==> src/rtl/sensor_hub_pkg.sv <==
// Shared constants and helpers for the sensor data hub.
// Default geometry models accel, gyro and magnetometer channels.
package sensor_hub_pkg;

  localparam int DEF_NUM_CH = 3;
  localparam int DEF_DATA_W = 16;
  localparam int DEF_DEPTH  = 4;
  localparam int DEF_OVR_W  = 8;

  function automatic int ch_idx_w(input int n);
    return (n > 1) ? $clog2(n) : 1;
  endfunction

endpackage

==> src/rtl/sensor_chan_fifo.sv <==
// Per-channel sample FIFO.
// Pointers carry an extra wrap bit so full and empty are distinct.
module sensor_chan_fifo
  import sensor_hub_pkg::*;
#(
  parameter int DATA_W = DEF_DATA_W,
  parameter int DEPTH  = DEF_DEPTH
) (
  input  logic              clk,
  input  logic              n_rst,
  input  logic              i_push,
  input  logic [DATA_W-1:0] i_data,
  input  logic              i_pop,
  output logic [DATA_W-1:0] o_data,
  output logic              o_empty,
  output logic              o_full
);

  localparam int AW = $clog2(DEPTH);

  logic [AW:0]       r_wr;
  logic [AW:0]       r_rd;
  logic [DATA_W-1:0] r_mem [DEPTH];

  assign o_empty = (r_wr == r_rd);
  assign o_full  = (r_wr[AW] != r_rd[AW]) &&
                   (r_wr[AW-1:0] == r_rd[AW-1:0]);
  assign o_data  = r_mem[r_rd[AW-1:0]];

  // Pointer update; contents are discarded by emptying on reset.
  always_ff @(posedge clk or negedge n_rst) begin
    if (!n_rst) begin
      r_wr <= '0;
      r_rd <= '0;
    end else begin
      if (i_push) r_wr <= r_wr + (AW+1)'(1);
      if (i_pop)  r_rd <= r_rd + (AW+1)'(1);
    end
  end

  // Sample storage write.
  always_ff @(posedge clk) begin
    if (i_push) r_mem[r_wr[AW-1:0]] <= i_data;
  end

endmodule

==> src/rtl/sensor_data_hub.sv <==
// Multi-channel sensor hub: per-channel FIFOs, round-robin
// arbiter, one output register and saturating overrun counters.
module sensor_data_hub
  import sensor_hub_pkg::*;
#(
  parameter  int NUM_CH = DEF_NUM_CH,
  parameter  int DATA_W = DEF_DATA_W,
  parameter  int DEPTH  = DEF_DEPTH,
  parameter  int OVR_W  = DEF_OVR_W,
  localparam int CW     = ch_idx_w(NUM_CH)
) (
  input  logic                     clk,
  input  logic                     n_rst,
  input  logic [NUM_CH-1:0]        sample_valid_i,
  input  logic [NUM_CH*DATA_W-1:0] sample_data_i,
  output logic [NUM_CH-1:0]        ch_ready_o,
  output logic                     out_valid_o,
  input  logic                     out_ready_i,
  output logic [DATA_W-1:0]        out_data_o,
  output logic [CW-1:0]            out_ch_o,
  output logic [NUM_CH*OVR_W-1:0]  ovr_count_o,
  input  logic                     ovr_clear_i
);

  logic [NUM_CH-1:0]             w_empty;
  logic [NUM_CH-1:0]             w_full;
  logic [NUM_CH-1:0]             w_push;
  logic [NUM_CH-1:0]             w_pop;
  logic [NUM_CH-1:0]             w_ovr;
  logic [NUM_CH-1:0][DATA_W-1:0] w_head;
  logic [CW-1:0]                 w_grant;
  logic                          w_found;
  logic                          w_load;
  int                            w_idx;

  logic                          r_valid;
  logic [DATA_W-1:0]             r_data;
  logic [CW-1:0]                 r_ch;
  logic [CW-1:0]                 r_last;

  assign w_load = (!r_valid || out_ready_i) && !(&w_empty);

  // Round-robin search starting one past the last grant.
  always_comb begin
    w_grant = r_last;
    w_found = 1'b0;
    w_idx   = 0;
    for (int i = 1; i <= NUM_CH; i++) begin
      w_idx = (int'(r_last) + i) % NUM_CH;
      if (!w_found && !w_empty[w_idx]) begin
        w_grant = CW'(w_idx);
        w_found = 1'b1;
      end
    end
  end

  for (genvar k = 0; k < NUM_CH; k++) begin : g_ch
    assign w_pop[k]  = w_load && (w_grant == CW'(k));
    assign w_push[k] = sample_valid_i[k] &&
                       (!w_full[k] || w_pop[k]);
    assign w_ovr[k]  = sample_valid_i[k] &&
                       w_full[k] && !w_pop[k];
    assign ch_ready_o[k] = !w_empty[k] ||
                           (r_valid && r_ch == CW'(k));

    sensor_chan_fifo #(
      .DATA_W (DATA_W),
      .DEPTH  (DEPTH)
    ) u_fifo (
      .clk     (clk),
      .n_rst   (n_rst),
      .i_push  (w_push[k]),
      .i_data  (sample_data_i[k*DATA_W +: DATA_W]),
      .i_pop   (w_pop[k]),
      .o_data  (w_head[k]),
      .o_empty (w_empty[k]),
      .o_full  (w_full[k])
    );

    logic [OVR_W-1:0] r_ovr;

    // Saturating drop counter; clear wins but keeps a fresh drop.
    always_ff @(posedge clk or negedge n_rst) begin
      if (!n_rst) begin
        r_ovr <= '0;
      end else if (ovr_clear_i) begin
        r_ovr <= w_ovr[k] ? OVR_W'(1) : '0;
      end else if (w_ovr[k] && !(&r_ovr)) begin
        r_ovr <= r_ovr + OVR_W'(1);
      end
    end

    assign ovr_count_o[k*OVR_W +: OVR_W] = r_ovr;
  end

  // Output register: load on free slot, clear on empty transfer.
  always_ff @(posedge clk or negedge n_rst) begin
    if (!n_rst) begin
      r_valid <= 1'b0;
      r_data  <= '0;
      r_ch    <= '0;
      r_last  <= CW'(NUM_CH-1);
    end else if (w_load) begin
      r_valid <= 1'b1;
      r_data  <= w_head[w_grant];
      r_ch    <= w_grant;
      r_last  <= w_grant;
    end else if (out_ready_i) begin
      r_valid <= 1'b0;
    end
  end

  assign out_valid_o = r_valid;
  assign out_data_o  = r_data;
  assign out_ch_o    = r_ch;

endmodule

==> config.mk <==
export PLATFORM = sky130hd
export DESIGN_NAME = sensor_data_hub
export DESIGN_NICKNAME = d
export VERILOG_FILES = /design/src/rtl/sensor_hub_pkg.sv /design/src/rtl/sensor_chan_fifo.sv /design/src/rtl/sensor_data_hub.sv
export SDC_FILE = /design/constraint.sdc
export NUM_CORES = 1
export LEC_CHECK = 0
export BUFFER_PORTS_ARGS = -buffer_cell sky130_fd_sc_hd__buf_2
export CORE_ASPECT_RATIO = 0.6
export CORE_MARGIN = 1
export CORE_UTILIZATION = 53
export DETAILED_ROUTE_END_ITERATION = 7
export PLACE_DENSITY = 0.83
export SYNTH_ARGS = -nofsm -noshare
export SYNTH_HDL_FRONTEND = slang
export SYNTH_SLANG_ARGS = --single-unit
==> constraint.sdc <==
create_clock -name clk -period 9.6 [get_ports clk]
set_clock_uncertainty 0.05 [all_clocks]
set_input_delay 0.48 -clock clk [delete_from_list [all_inputs] [get_ports clk]]
set_output_delay 0.48 -clock clk [all_outputs]
set_load 0.01 [all_outputs]
==> results of run 1 <==
## state kept, by name (all words and copies together), names as in the netlist
name               cells
out_data_o            16
g_ch.u_fifo.r_wr       9
g_ch.r_ovr            24
out_valid_o            1
g_ch.u_fifo.r_mem    192
g_ch.u_fifo.r_rd       9
out_ch_o               2
r_last                 1
## cells in the mapped netlist, drive strengths merged (7+ instances only)
cell	number	area (um2)
nand2	34	127.6
ha	20	250.2
mux2i	18	180.2
a22oi	17	127.6
clkbuf	20	75.07
buf	15	110.1
and3	15	93.84
or4	9	67.56
o31ai	24	180.2
o21ai	18	90.09
xor2	8	96.35
nor3	9	50.05
mux4	48	1081
nand3	10	50.05
or3	7	43.79
xnor2	13	128.9
nand4	10	62.56
edfxtp	192	5766
and2	9	56.30
dfrtp	61	1526
nor2	12	45.04
a21oi	19	95.09
inv	15	56.30
## area by class of cell
type | count | share of cell area
sequential | 254 | 0.5951
multi-input combinational | 351 | 0.2665
clock buffer | 25 | 0.04823
timing repair buffer | 107 | 0.04497
tap | 273 | 0.02778
clock inverter | 17 | 0.01262
inverter | 15 | 0.004579
antenna | 1 | 0.0002035
## layer usage
layer  routed length (um)  part of all wire  GRT usage
met1                10190              0.46     0.3348
met2                 9863              0.45     0.3241
met3                 1500             0.068    0.03660
met4                  381             0.017    0.04044
met5                    0                 0          0
## path summary, 6_finish.rpt
path | startpoint | endpoint | slack (ns) | cells past startpoint
min in group clk | sample_data_i[14] | g_ch[0].u_fifo.r_mem[1][14] | 0.12 | 1
hold reg to reg | g_ch[2].u_fifo.r_wr[2] | g_ch[2].u_fifo.r_wr[2] | 0.44 | 1
hold / removal | n_rst | g_ch[1].r_ovr[4] | 0.09 | 2
max in group asynchronous | n_rst | out_data_o[11] | 8.90 | 2
setup reg to reg | g_ch[2].u_fifo.r_rd[1] | g_ch[0].u_fifo.r_mem[3][14] | 4.70 | 7
setup / recovery | g_ch[2].u_fifo.r_rd[1] | g_ch[0].u_fifo.r_mem[3][14] | 4.70 | 7
## cell families (layout without fill, tap and decap cells)
kind of cell             count (synthesis)  after routing
AO/OA/AOI/OAI                          106            106
AND/OR/NAND/NOR                        133            133
multiplexers                            71             71
adder cells (fa/ha/maj)                 20             20
buffers and inverters                   50            164
XOR/XNOR                                21             21
flip-flops                             254            254
other                                    0              1
## metrics by stage
step | setup WS, ns | instances | area, um2 | util | hold WS [ns]
floorplan | 6.250 | 655 | 10830 | - | 0.1344
CTS | 4.690 | 1042 | 12290 | 0.6141 | 0.1060
global placement | 4.822 | 1000 | 11550 | 0.5768 | 0.4275
global route | 4.390 | 1043 | 12300 | 0.6143 | 0.1150
detailed placement | 4.721 | 1000 | 11550 | 0.5768 | 0.4309
finish | 4.699 | 1043 | 12300 | 0.6143 | 0.09292
## power by group
group | leakage, nW | total [mW] | internal, mW | switching, mW
Combinational | 1.65 | 1.51 | 0.620 | 0.886
Sequential | 2.55 | 1.68 | 1.50 | 0.172
Clock | 0.362 | 0.908 | 0.506 | 0.402
Total | 4.57 | 4.09 | 2.63 | 1.46
==> flow_metrics.py, run 1 <==
metrics = {
    "final_layout": {
        "multi_input_area_um2": 3277,
        "final_common_cell": "edfxtp_1",
        "fillerInstances": 1460,
        "most-common-layout-cells": "192 x edfxtp_1, 100 x buf_2, 61 x dfrtp_1, 48 x mux4_2, 34 x nand2_1",
        "area.growth.synth_to_final_pct": 13.55,
        "regArea_um2": 7318,
        "num-nets-final": 827,
        "drive_gt1_frac": 0.2718,
    },
    "logic_synthesis": {
        "ys_seq_elements": 254,
        "synth_area_per_cell_um2": 16.53,
        "synth_nets": 730,
        "yosysSeqAreaShare": 0.6758,
        "synth-async-reset-ratio": 0.2441,
        "synth_top_family_by_area": "multiplexers",
        "synth_edf_count": 192,
        "synth_ff_type": "edfxtp_1",
        "synthSimpleGateAreaFrac": 0.06840,
        "syn_area_um2": 10830,
        "synth-xor-area-share": 0.02080,
        "yosys.area_share.adder": 0.02311,
        "yosysWarnings": 0,
        "syn_inst": 655,
        "synth_compound_area_frac": 0.06794,
        "synth_cell_types": 63,
        "synthMuxAreaShare": 0.1217,
    },
    "floorplanning": {
        "die_h_um": 112.7,
        "core_area_um2": 20020,
        "initial_core_util": 0.5409,
        "pin_count": 101,
        "floorplan.rows": 40,
        "die-area_um2": 21030,
        "die_w_um": 186.5,
    },
    "clock_network": {
        "cts_tree": "done",
        "clock_path_buffers": 3,
        "cts_setup_buffers": 0,
        "cts-root-buf": "clkbuf_16",
        "holdBufCountCts": 0,
        "cts.sinks": 254,
        "insertion_delay_ns": 0.52,
        "cts_made_buffers": 23,
        "cts.clk_slew.worst_paths_ns": 0.07,
        "cts_resized": 0,
        "cts_htree_levels": 1,
    },
    "placed_design": {
        "io_buffers": 100,
        "dp_hpwl_um": 14820,
        "gp_congestion": 0.9239,
    },
    "timing": {
        "post-route-min-period_ns": 4.901,
        "worstMarginPinSlew_ns": 0.9429,
        "rsz0062_at_grt": "no",
        "post-route-period-util": 0.5105,
        "slew_headroom": 0.3714,
        "finalSetupViolations": 0,
        "slew_viol_final": 0,
        "clock.fmax_ghz": 0.2040,
        "hold_viol_final": 0,
        "finalSetupTns_ns": 0,
    },
    "critical_path": {
        "crit_chain": "xor2_4, or4_1, a221o_1, nand3_1, a31o_2, a311o_1, and3_1",
        "cpMaxStageDelayCell": "dfrtp_1",
        "worst_path_dominant_cell_family": "compound AO/OA/AOI/OAI gates",
        "required_ns": 9.69,
        "end_kind": "flop",
        "crit_fanout": 22,
        "timing.critical_path.from_type": "flop",
        "critPathBufInv": 0,
        "cp_slowest_stage_delay_ns": 0.97,
        "crit_arrival_ns": 4.99,
        "critPathKind": "flop to flop",
    },
    "power": {
        "p_leak_nw": 4.566,
        "finalPower_mw": 4.091,
        "powerDensity_nw_per_um2": 332.7,
        "peakVddDrop_v": 0.0002278,
    },
    "route": {
        "routed_wl_um": 21930,
        "ant_nets": 0,
        "viasPerCell": 5.947,
        "wl_per_cell_um": 21.03,
        "drc": 0,
        "dr_total_vias": 6203,
        "drtIter0Drc": 611,
        "dr.pass1.iters": 7,
    },
    "global_route": {
        "grt_pass1_vias": 6169,
        "grt_pass1_wl_um": 34820,
        "grt_max_degree": 63,
        "antenna_found_initial": 1,
        "overflow": 0,
        "grt_usage": 0.2148,
    },
    "flow_run": {
        "drv_cap": 0,
    },
    "hold_path": {
        "hp-class": "input port to asynchronous set/reset pin",
    },
    "status": {
        "status": "finished, final reports clean",
    },
}
No activity file was read; power rests on OpenSTA's default activity.
==> run 2: changes to the inputs <==
--- a/config.mk
+++ b/config.mk
@@ -5,6 +5,7 @@
 export SDC_FILE = /design/constraint.sdc
 export NUM_CORES = 1
 export LEC_CHECK = 0
+export ABC_AREA = 1
 export BUFFER_PORTS_ARGS = -buffer_cell sky130_fd_sc_hd__buf_2
 export CORE_ASPECT_RATIO = 0.6
 export CORE_MARGIN = 1
==> constraint.sdc (replaced) <==
create_clock -name clk -period 4.7 [get_ports clk]
set_clock_uncertainty 0.05 [all_clocks]
set_input_delay 0.235 -clock clk [delete_from_list [all_inputs] [get_ports clk]]
set_output_delay 0.235 -clock clk [all_outputs]
set_load 0.01 [all_outputs]
==> flow_metrics.py, run 2 <==
metrics = {
    "clock_network": {
        "cts_made_buffers": 23,
        "cts_htree_levels": 1,
        "cts_setup_buffers": 0,
        "cts-root-buf": "clkbuf_16",
        "cts.sinks": 254,
        "cts_tree": "done",
        "cts_resized": 0,
        "insertion_delay_ns": 0.51,
        "cts.clk_slew.worst_paths_ns": 0.07,
        "clock_path_buffers": 3,
    },
    "floorplanning": {
        "floorplan.rows": 40,
        "initial_core_util": 0.5504,
        "core_area_um2": 20320,
        "pin_count": 101,
        "die_h_um": 114.5,
        "die-area_um2": 21710,
        "die_w_um": 189.5,
    },
    "logic_synthesis": {
        "syn_inst": 1038,
        "ys_seq_elements": 254,
        "synth_ff_type": "edfxtp_1",
        "synth_area_leaders": "edfxtp_1 52%, dfrtp_1 14%, nand2_1 7.9%, nor2_1 3.5%, a21oi_1 3.2%",
        "synth.most_common_cell": "nand2_1",
        "synth_commonest_cells": "234 x nand2_1, 192 x edfxtp_1, 103 x nor2_1, 71 x a21oi_1, 66 x o21ai_0",
        "synth_cell_types": 33,
        "synth_area_leader_cell": "edfxtp_1",
        "synth-async-reset-ratio": 0.2441,
        "synth_area_per_cell_um2": 10.78,
        "yosysWarnings": 0,
        "synth_nets": 1113,
        "synth_edf_count": 192,
        "yosysSeqAreaShare": 0.6543,
        "syn_area_um2": 11180,
        "synth_top_area_frac": 0.5155,
    },
    "route": {
        "wl_per_cell_um": 18.14,
        "drc": 0,
        "routed_wl_um": 26810,
        "ant_nets": 0,
        "viasPerCell": 5.553,
        "drtIter0Drc": 943,
        "dr.pass1.iters": 5,
        "dr_total_vias": 8208,
    },
    "timing": {
        "slew_viol_final": 0,
        "rsz0062_at_grt": "no",
        "clock.fmax_ghz": 0.2905,
        "post-route-min-period_ns": 3.442,
        "slew_headroom": 0.3165,
        "hold_viol_final": 0,
        "finalSetupTns_ns": 0,
        "finalSetupViolations": 0,
        "post-route-period-util": 0.7323,
        "layout_setup_ws_ns": 1.258,
        "worstMarginPinSlew_ns": 1.024,
    },
    "hold_path": {
        "hold_depth": 3,
        "hold_path_startpoint": "sample_valid_i[1]",
        "whs_endpoint": "g_ch[1].u_fifo.r_wr[2]",
        "hp-class": "input port to flop",
    },
    "status": {
        "status": "finished, final reports clean",
    },
    "critical_path": {
        "crit_top_cell": "nand2_1",
        "r2r-start": "g_ch[0].u_fifo.r_rd[1]",
        "crit_arrival_ns": 3.58,
        "cpMaxStageDelayCell": "dfrtp_1",
        "required_ns": 4.84,
        "r2r_cells": 16,
        "end_kind": "flop",
        "cp_slowest_stage_delay_ns": 0.63,
        "crit_chain": "inv_4, nand2_1, nand2_2, nand3_2, nand2_1, nand3_2, nand2_4, nand2_1, nand3_1, nand3_1, nand2_1, nand3_4, nand2_1, nand2_2, nor2_1, buf_4",
        "timing.critical_path.from_type": "flop",
        "critPathBufInv": 2,
        "worstReg2RegEnd": "g_ch[1].u_fifo.r_mem[0][4]",
        "regToRegSetupSlack_ns": 1.26,
        "worst_path_dominant_cell_family": "simple AND/OR/NAND/NOR gates",
        "crit_fanout": 19,
        "critPathKind": "flop to flop",
    },
    "placed_design": {
        "gp_congestion": 0.9407,
        "dp_hpwl_um": 18650,
        "io_buffers": 100,
        "placed_area_um2": 11980,
        "post-place-ws_ns": 1.299,
    },
    "global_route": {
        "grt_pass1_wl_um": 41570,
        "overflow": 0,
        "grt_max_degree": 63,
        "antenna_found_initial": 1,
        "grt_usage": 0.2511,
        "grt_pass1_vias": 7465,
    },
    "power": {
        "powerDensity_nw_per_um2": 708.8,
        "peakVddDrop_v": 0.0004080,
        "p_leak_nw": 5.424,
        "finalPower_mw": 9.392,
    },
    "final_layout": {
        "area.growth.synth_to_final_pct": 18.47,
        "stdcell_area_um2": 13250,
        "num-nets-final": 1265,
        "drive_gt1_frac": 0.1685,
        "final_common_cell": "nand2_1",
        "insertedDiodeCount": 0,
        "most-common-layout-cells": "234 x nand2_1, 192 x edfxtp_1, 103 x nor2_1, 100 x buf_2, 71 x a21oi_1",
        "largest_reg_flops": 192,
    },
    "flow_run": {
        "drv_cap": 0,
    },
}
==> run 2: cell count changes in the layout (fill, tap and decap cells not counted), sizes merged, moves of 18 or more <==
| cell | change |
|---|---|
| nand3 | +54 |
| nor2 | +92 |
| mux4 | -48 |
| a21oi | +52 |
| nand2 | +215 |
| o21ai | +73 |
| o22ai | +27 |
| mux2i | -18 |
| o31ai | -23 |
| inv | +52 |
| dlygate4sd3 | +51 |
==> run 2: per-layer routing <==
layer / vias to the layer above / wire (um) / GRT usage
li1: 3880 / - / -
met1: 3878 / 12430 / 0.3961
met2: 409 / 11110 / 0.3595
met3: 39 / 2810 / 0.05026
met4: 2 / 456 / 0.04785
met5: - / 11 / 0
==> run 2: how the worst max path moves through the flow <==
stage	cells after the start	to	slack, ns	from
after global routing	17	g_ch[1].u_fifo.r_mem[0][4]	0.93	g_ch[0].u_fifo.r_rd[0]
after CTS	17	g_ch[1].u_fifo.r_mem[0][8]	1.30	g_ch[0].u_fifo.r_rd[0]
after floorplan	13	g_ch[2].u_fifo.r_mem[0][0]	1.70	out_ch_o[0]
after global placement	17	g_ch[1].u_fifo.r_mem[0][9]	1.50	g_ch[0].u_fifo.r_rd[0]
after detailed placement	17	g_ch[1].u_fifo.r_mem[0][11]	1.30	g_ch[0].u_fifo.r_rd[0]
final	16	g_ch[1].u_fifo.r_mem[0][4]	1.26	g_ch[0].u_fifo.r_rd[1]
==> run 2: cells by family (layout without fill, tap and decap cells) <==
kind of cell,count (synthesis),after routing,share of synthesized area
adders and majority gates,20,20,0.02237
DFF,254,254,0.6543
xor gates and xnor gates,18,18,0.01611
and+or+nand+nor,445,445,0.1783
AOI/OAI and AO/OA,191,191,0.08882
buffers and inverters,110,277,0.04005
==> run 2: power by group <==
| group | internal (mW) | leakage (nW) | switching, mW | total, mW |
|---|---|---|---|---|
| combinational | 1.21 | 2.51 | 2.89 | 4.10 |
| sequential | 3.05 | 2.54 | 0.336 | 3.38 |
| clock | 1.12 | 0.375 | 0.790 | 1.91 |
==> run 2: metrics by stage <==
step           cells    util  hold slack [ns]
6_report        1478  0.6521          0.08244
5_1_grt         1478  0.6521          0.09976
4_1_cts         1478  0.6521          0.07487
3_5_place_dp    1387  0.5895           0.4052
3_3_place_gp    1387  0.5895           0.4034
2_1_floorplan   1038       -          -0.1106
==> run 2: area by class of cell <==
class,count,area [um2]
Sequential cell,254,7318
Fill cell,1571,7069
Multi-Input combinational cell,674,3418
Timing Repair Buffer,169,1146
Clock buffer,26,586.8
Tap cell,273,341.6
Inverter,68,265.3
Clock inverter,14,173.9
==> run 2: worst reg2reg max path: stages (launching register included) <==
cell	delay (ns)
dfrtp_1	0.63
inv_4	0.30
nand2_1	0.11
nand2_2	0.10
nand3_2	0.13
nand2_1	0.13
nand3_2	0.11
nand2_4	0.14
nand2_1	0.09
nand3_1	0.08
nand3_1	0.07
nand2_1	0.30
nand3_4	0.19
nand2_1	0.12
nand2_2	0.13
nor2_1	0.15
buf_4	0.28
==> run 2: repair_timing <==
item,4_1_cts,5_1_grt
setup endpoints to repair,0,0
hold endpoints to repair,256,0
hold buffers,51,0
